$ cat config.mk
export PLATFORM = sky130hd
export DESIGN_NAME = mul_share_ctrl_flat
export DESIGN_NICKNAME = d
export VERILOG_FILES = /design/src/rtl/mul_share_ctrl_if.sv /design/src/rtl/mul_share_ctrl.sv /design/src/flat_wrapper.sv
export SDC_FILE = /design/constraint.sdc
export NUM_CORES = 1
export LEC_CHECK = 0
export ABC_AREA = 1
export BUFFER_PORTS_ARGS = -buffer_cell sky130_fd_sc_hd__buf_4
export CAP_MARGIN = 5
export CORE_MARGIN = 4
export CORE_UTILIZATION = 30
export CTS_CLUSTER_DIAMETER = 30
export CTS_CLUSTER_SIZE = 24
export DETAILED_ROUTE_END_ITERATION = 8
export PLACE_DENSITY = 0.69
export SYNTH_ARGS = -nofsm -noshare
export SYNTH_HDL_FRONTEND = slang
export SYNTH_SLANG_ARGS = --single-unit
$ cat constraint.sdc
create_clock -name clk -period 2.85 [get_ports clk]
set_clock_uncertainty 0.05 [all_clocks]
set_input_delay 0.57 -clock clk [delete_from_list [all_inputs] [get_ports clk]]
set_output_delay 0.57 -clock clk [all_outputs]
set_load 0.005 [all_outputs]
$ cat src/rtl/mul_share_ctrl_if.sv
// Bundle between two requesters, the shared multiplier datapath and the sharing controller.
// master = controller side, slave = requester/datapath side.
interface mul_share_ctrl_if #(
    parameter int W = 16
);
    logic [1:0]   req;
    logic [W-1:0] a0;
    logic [W-1:0] b0;
    logic [W-1:0] a1;
    logic [W-1:0] b1;
    logic [1:0]   done;
    logic [W-1:0] result;
    logic         busy;
    logic         gnt_id;
    logic [W-1:0] dp_data;
    logic         ld_a;
    logic         ld_b;
    logic         ld_p;
    logic         clr_p;
    logic         dec_b;
    logic         eqz;
    logic [W-1:0] p_in;

    modport master (
        input  req, a0, b0, a1, b1, eqz, p_in,
        output done, result, busy, gnt_id, dp_data, ld_a, ld_b, ld_p, clr_p, dec_b
    );

    modport slave (
        output req, a0, b0, a1, b1, eqz, p_in,
        input  done, result, busy, gnt_id, dp_data, ld_a, ld_b, ld_p, clr_p, dec_b
    );
endinterface

$ cat src/rtl/mul_share_ctrl.sv
// Round-robin controller sharing one repeated-addition multiplier between two requesters.
// Latency b+4 cycles from request sample to done pulse; requests are level-held, no grant outside IDLE.
module mul_share_ctrl #(
    parameter int W = 16
) (
    input  logic               clk,
    input  logic               rst,
    mul_share_ctrl_if.master   bus
);
    typedef enum logic [2:0] {
        IDLE,
        LOAD_A,
        LOAD_B,
        RUN,
        DONE
    } state_t;

    state_t         state_q, state_d;
    logic           gnt_q, gnt_d;
    logic           last_q, last_d;
    logic [W-1:0]   result_q, result_d;
    logic           win;

    logic [1:0]     done_o;
    logic [W-1:0]   dp_data_o;
    logic           ld_a_o, ld_b_o, ld_p_o, clr_p_o, dec_b_o;

    // On a tie the requester not served last wins; a lone request always wins.
    always_comb begin
        if (bus.req == 2'b11) begin
            win = ~last_q;
        end else begin
            win = bus.req[1];
        end
    end

    always_ff @(posedge clk) begin
        if (rst) begin
            state_q  <= IDLE;
            gnt_q    <= 1'b0;
            last_q   <= 1'b1;
            result_q <= '0;
        end else begin
            state_q  <= state_d;
            gnt_q    <= gnt_d;
            last_q   <= last_d;
            result_q <= result_d;
        end
    end

    always_comb begin
        state_d   = state_q;
        gnt_d     = gnt_q;
        last_d    = last_q;
        result_d  = result_q;
        done_o    = 2'b00;
        dp_data_o = '0;
        ld_a_o    = 1'b0;
        ld_b_o    = 1'b0;
        ld_p_o    = 1'b0;
        clr_p_o   = 1'b0;
        dec_b_o   = 1'b0;
        case (state_q)
            IDLE: begin
                if (|bus.req) begin
                    gnt_d   = win;
                    last_d  = win;
                    state_d = LOAD_A;
                end
            end
            LOAD_A: begin
                ld_a_o    = 1'b1;
                dp_data_o = gnt_q ? bus.a1 : bus.a0;
                state_d   = LOAD_B;
            end
            LOAD_B: begin
                ld_b_o    = 1'b1;
                clr_p_o   = 1'b1;
                dp_data_o = gnt_q ? bus.b1 : bus.b0;
                state_d   = RUN;
            end
            RUN: begin
                ld_p_o  = ~bus.eqz;
                dec_b_o = ~bus.eqz;
                if (bus.eqz) begin
                    result_d = bus.p_in;
                    state_d  = DONE;
                end
            end
            DONE: begin
                done_o[gnt_q] = 1'b1;
                state_d       = IDLE;
            end
            default: begin
                state_d = IDLE;
            end
        endcase
    end

    assign bus.done    = done_o;
    assign bus.result  = result_q;
    assign bus.busy    = (state_q != IDLE);
    assign bus.gnt_id  = gnt_q;
    assign bus.dp_data = dp_data_o;
    assign bus.ld_a    = ld_a_o;
    assign bus.ld_b    = ld_b_o;
    assign bus.ld_p    = ld_p_o;
    assign bus.clr_p   = clr_p_o;
    assign bus.dec_b   = dec_b_o;
endmodule

$ cat src/flat_wrapper.sv
// flat-port wrapper written by rule: the top's interface ports become plain ports
module mul_share_ctrl_flat 
#(
    parameter int W = 16
)
  (clk, rst, bus_req, bus_a0, bus_b0, bus_a1, bus_b1, bus_eqz, bus_p_in, bus_done, bus_result, bus_busy, bus_gnt_id, bus_dp_data, bus_ld_a, bus_ld_b, bus_ld_p, bus_clr_p, bus_dec_b);
  mul_share_ctrl_if #(.W(W)) bus_i ();
  input  logic clk;
  input  logic rst;
  input wire logic [$bits(bus_i.req)-1:0] bus_req;
  input wire logic [$bits(bus_i.a0)-1:0] bus_a0;
  input wire logic [$bits(bus_i.b0)-1:0] bus_b0;
  input wire logic [$bits(bus_i.a1)-1:0] bus_a1;
  input wire logic [$bits(bus_i.b1)-1:0] bus_b1;
  input wire logic [$bits(bus_i.eqz)-1:0] bus_eqz;
  input wire logic [$bits(bus_i.p_in)-1:0] bus_p_in;
  output wire logic [$bits(bus_i.done)-1:0] bus_done;
  output wire logic [$bits(bus_i.result)-1:0] bus_result;
  output wire logic [$bits(bus_i.busy)-1:0] bus_busy;
  output wire logic [$bits(bus_i.gnt_id)-1:0] bus_gnt_id;
  output wire logic [$bits(bus_i.dp_data)-1:0] bus_dp_data;
  output wire logic [$bits(bus_i.ld_a)-1:0] bus_ld_a;
  output wire logic [$bits(bus_i.ld_b)-1:0] bus_ld_b;
  output wire logic [$bits(bus_i.ld_p)-1:0] bus_ld_p;
  output wire logic [$bits(bus_i.clr_p)-1:0] bus_clr_p;
  output wire logic [$bits(bus_i.dec_b)-1:0] bus_dec_b;
  assign bus_i.req = bus_req;
  assign bus_i.a0 = bus_a0;
  assign bus_i.b0 = bus_b0;
  assign bus_i.a1 = bus_a1;
  assign bus_i.b1 = bus_b1;
  assign bus_i.eqz = bus_eqz;
  assign bus_i.p_in = bus_p_in;
  assign bus_done = bus_i.done;
  assign bus_result = bus_i.result;
  assign bus_busy = bus_i.busy;
  assign bus_gnt_id = bus_i.gnt_id;
  assign bus_dp_data = bus_i.dp_data;
  assign bus_ld_a = bus_i.ld_a;
  assign bus_ld_b = bus_i.ld_b;
  assign bus_ld_p = bus_i.ld_p;
  assign bus_clr_p = bus_i.clr_p;
  assign bus_dec_b = bus_i.dec_b;
  mul_share_ctrl #(.W(W)) u_core (.clk(clk), .rst(rst), .bus(bus_i));
endmodule
# Word level (Yosys, flattened, before mapping)
# Index checks and enable logic that the tools add are counted.
# Widths: inputs -> output; s select.
# classes
order_cmp	2
eq_ne	7
muxes	13
bitwise	2
n_reduce_logical	7
# op_table
cell	count
$mux 16	2
$pmux 16 s2	1
$pmux 3 s4	1
$eq 3x2->1 const B	2
$mux 3	2
$reduce_and 2->1	3
$mux 1	5
$eq 3x1->1 const B	1
$eq 3x3->1 const B	1
$logic_not 3->1	1
$reduce_bool 3->1	1
$eq 2x2->1 const B	1
$lt 1x2->1 const B	1
$mux 2	1
$ne 2x1->1 const B	1
$ne 2x2->1 const B	1
$not 1->1	2
$reduce_or 2->1	1
$demux 1 s1	1
$ge 1x1->1 const B	1
$logic_and 1x1->1	1
# word_totals
register_bits	21
inputBits	85
out_inout_bits	41
wordCells	35

# Longest topological paths before layout
# depth
ltp_word	5
mapped_depth	7
ltp_nobuf	5

# Worst setup path before layout
# Ideal clock, no wire load.
# synth_timing
path_kind	input -> output
startpoint	input bus_eqz
endpoint	output bus_ld_p
arrival_ns	1.140
required_time_ns	2.230
path_slack_ns	1.090
path_stages	3
path_buffers	2
cell_sequence	buf_2 -> nor3_2 -> buf_4
# synth_via
elab_chain_cells	2
# synth_rtl
item	line	rtl
start, declared	flat_wrapper.sv:15	input wire logic [$bits(bus_i.eqz)-1:0] bus_eqz;
$not 1->1	n/a	
$mux 1	n/a	
end, declared	flat_wrapper.sv:24	output wire logic [$bits(bus_i.ld_p)-1:0] bus_ld_p;
# Every way passes these cells.

# Final worst setup path
# layout_timing
startpoint	register u_core.state_q[2]
endpoint	output bus_dp_data[2]
# layout_via
elab_chain_cells	2
elab_cells_between_ends	3
cone_classes	eq/ne (2); mux (1)
# layout_rtl
item	line	rtl
start, declared	mul_share_ctrl.sv:18	state_t state_q, state_d;
start signal, assigned	mul_share_ctrl.sv:44	state_q <= state_d;
$eq 3x2->1 / $eq 3x1->1 (equally long branches)	mul_share_ctrl.sv:63	case (state_q)
$pmux 16 s2 *	mul_share_ctrl.sv:63	
end, declared	flat_wrapper.sv:21	output wire logic [$bits(bus_i.dp_data)-1:0] bus_dp_data;
# Every way passes the cells marked *; elsewhere a longest branch is shown, timed or not.

==> impl_metrics.toml <==
[run_status]
status = "completed"

[sta]
fmax_ghz = 0.460
finalMaxSlewViolations = 0
period_minus_slack_ns = 2.17
setup-tns-final_ns = 0
post-route-period-util_pct = 76.3
grt_setup_unrepaired = "false"
setup_violations = 0
worst_slack_ns = 0.676
tightest_slew_ns = 0.533
hold_viol = 0
max_slew_margin_pct = 64.4

[placement]
dp_hpwl_um = 4260
portBuffers = 125
numPlacedInstances = 447
routabilityCongestion = 0.767
dpl_worst_slack_ns = 0.964

[finish]
diodes = 0
drive_gt1_share_pct = 45.9
layoutNonFillerInstCount = 451
final_net_count = 467
area_growth_syn_to_layout_pct = 59.9

[power_and_ir_drop]
powerDensity_nw_per_um2 = 331
peakVddDrop_uv = 279
leakagePower_uw = 0.00139

[worst_setup_path]
crit_path_top_delay_cell = "dfxtp_1"
path_buf_inv = 2
start_kind = "flip-flop"
worstSetupPathType = "flip-flop to output port"
cp.required_ns = 2.23
crit_path_max_fanout = 18
crit_path_max_incr_delay_ns = 0.42
crit_arrival_ns = 1.55
end_kind = "output port"
cpMostUsedCell = "nand2_1"
crit_family = "simple AND/OR/NAND/NOR gates"
crit_chain = "nor2_2 > nand2_1 > inv_2 > nand2_1 > nand2_1 > buf_4"

[min_path]
min_path_type = "flip-flop to flip-flop"

[yosys]
ys_types = 19
yosys.area.top_type = "nand2_1"
synth_area_per_cell_um2 = 6.02
synthTopCellsByArea = "nand2_1 36%, dfxtp_1 26%, nand3_2 6.8%"
yosysWarnings = 0
synth-seq-cells = 21
syn_nets = 353
synthCells = 268
synth_top_area_share_pct = 35.6
async_flop_share_pct = 0
yosysSeqAreaShare_pct = 26.1
synth_edf_count = 0
syn_area_um2 = 1610
synth_ff_type = "dfxtp_1"
synth_most_common_cell = "nand2_1"
synthTopCellsByCount = "153 x nand2_1, 21 x dfxtp_1, 16 x nand2_2"

[grt]
grt_max_degree = 36
grt_usage_pct = 15.4
grt_pass1_wl_um = 8320
overflow = 0
grt_pass1_vias = 1777
antenna_found_initial = 0

[cts]
numCtsBuffers = 3
cts-hold-fix-buffers = 0
root_buffer = "clkbuf_8"
cts_setup_buffers = 0
cts_sinks = 21
cts_tree = "yes"
ctsResizeCount = 0
cts.path.max_buffers = 2
cts_max_level = 1
clk_latency_ns = 0.26
cts.clk_slew.worst_paths_ns = 0.08

[drt]
vias_per_cell = 4.46
drc = 0
wl_per_cell_um = 12.4
ant_nets = 0
drtPass1Iterations = 4
routed_wl_um = 5570
drt_iter0_drc = 53
vias = 2011

[flow_run]
maxCapViolCount = 0

[floorplanning]
dieArea_um2 = 6610
initial_core_util_pct = 31.2
die_y_um = 81.3
die_w_um = 81.3
ios = 126
std_cell_rows = 26
core_um2 = 5170
## report_power, final
part | internal, uW | switching [uW]
Sequential | 304 | 9.69
Clock | 97.1 | 93.8
Combinational | 177 | 171
## metrics by stage
step / cell area, um2 / total power (uW) / hold WS (ns) / utilization [%]
3_3_place_gp: 2530 / 669 / 0.393 / 49.0
4_1_cts: 2580 / 865 / 0.419 / 49.9
5_1_grt: 2580 / 912 / 0.439 / 49.9
2_1_floorplan: 1610 / 497 / 0.379 / -
6_report: 2580 / 853 / 0.416 / 49.9
3_5_place_dp: 2530 / 673 / 0.403 / 49.0
## routing by layer
layer	up-vias	track usage, %	routed length [um]	share of wire (%)
li1	1043	-	-	-
met2	93	26.0	2390	43
met1	873	19.2	2320	42
met3	2	5.65	831	15
met5	-	0	0	0
met4	0	2.20	26	0.47
## final timing paths
path                                           start                            endpoint  slack [ns]  cells past startpoint
setup / recovery      u_core.state_q[2]$_SDFFE_PP0P_                      bus_dp_data[2]        0.68                      6
hold / removal    u_core.bus.result[15]$_SDFFE_PP0P_  u_core.bus.result[15]$_SDFFE_PP0P_        0.42                      2
setup reg to reg      u_core.state_q[0]$_SDFFE_PP0P_   u_core.bus.result[0]$_SDFFE_PP0P_        1.41                      5
hold reg to reg   u_core.bus.result[15]$_SDFFE_PP0P_  u_core.bus.result[15]$_SDFFE_PP0P_        0.42                      2
## cells by family (layout without fill, tap and decap cells)
group                  Yosys count  in the layout  synth area share, %
DFF                             21             21                 26.1
AOI/OAI and AO/OA               18             18                 7.91
and+or+nand+nor                202            202                 56.6
buffers and inverters           27            140                 9.39
## layout by cell type, fill, tap and decap left out, drive strengths merged
master	n
nor2	10
dfxtp	21
clkinv	1
a21oi	18
inv	10
clkbuf	3
nor3	1
nand3	20
nand2	170
nand4	1
buf	126
## worst reg2reg max path, cell delays in order (launching register included)
cell and delay, ns:
dfxtp_1 0.42, nand2_2 0.13, nor2_8 0.30, nand2_4 0.24, nand2_1 0.12, a21oi_1 0.06
## state kept, by name (all words and copies together) (netlist names)
register	cells
u_core.state_q	3
u_core.last_q	1
u_core.bus.result	16
u_core.bus.gnt_id	1
## layout make-up
type,count,area [um2]
fillers,563,2590
multi-input cells,220,1040
repair buffers,126,946
flip-flops and latches,21,420
well taps,70,87.6
clock buffers,3,41.3
inverters,10,37.5
clock inverters,1,5.00
No activity file was read; power rests on OpenSTA's default activity.
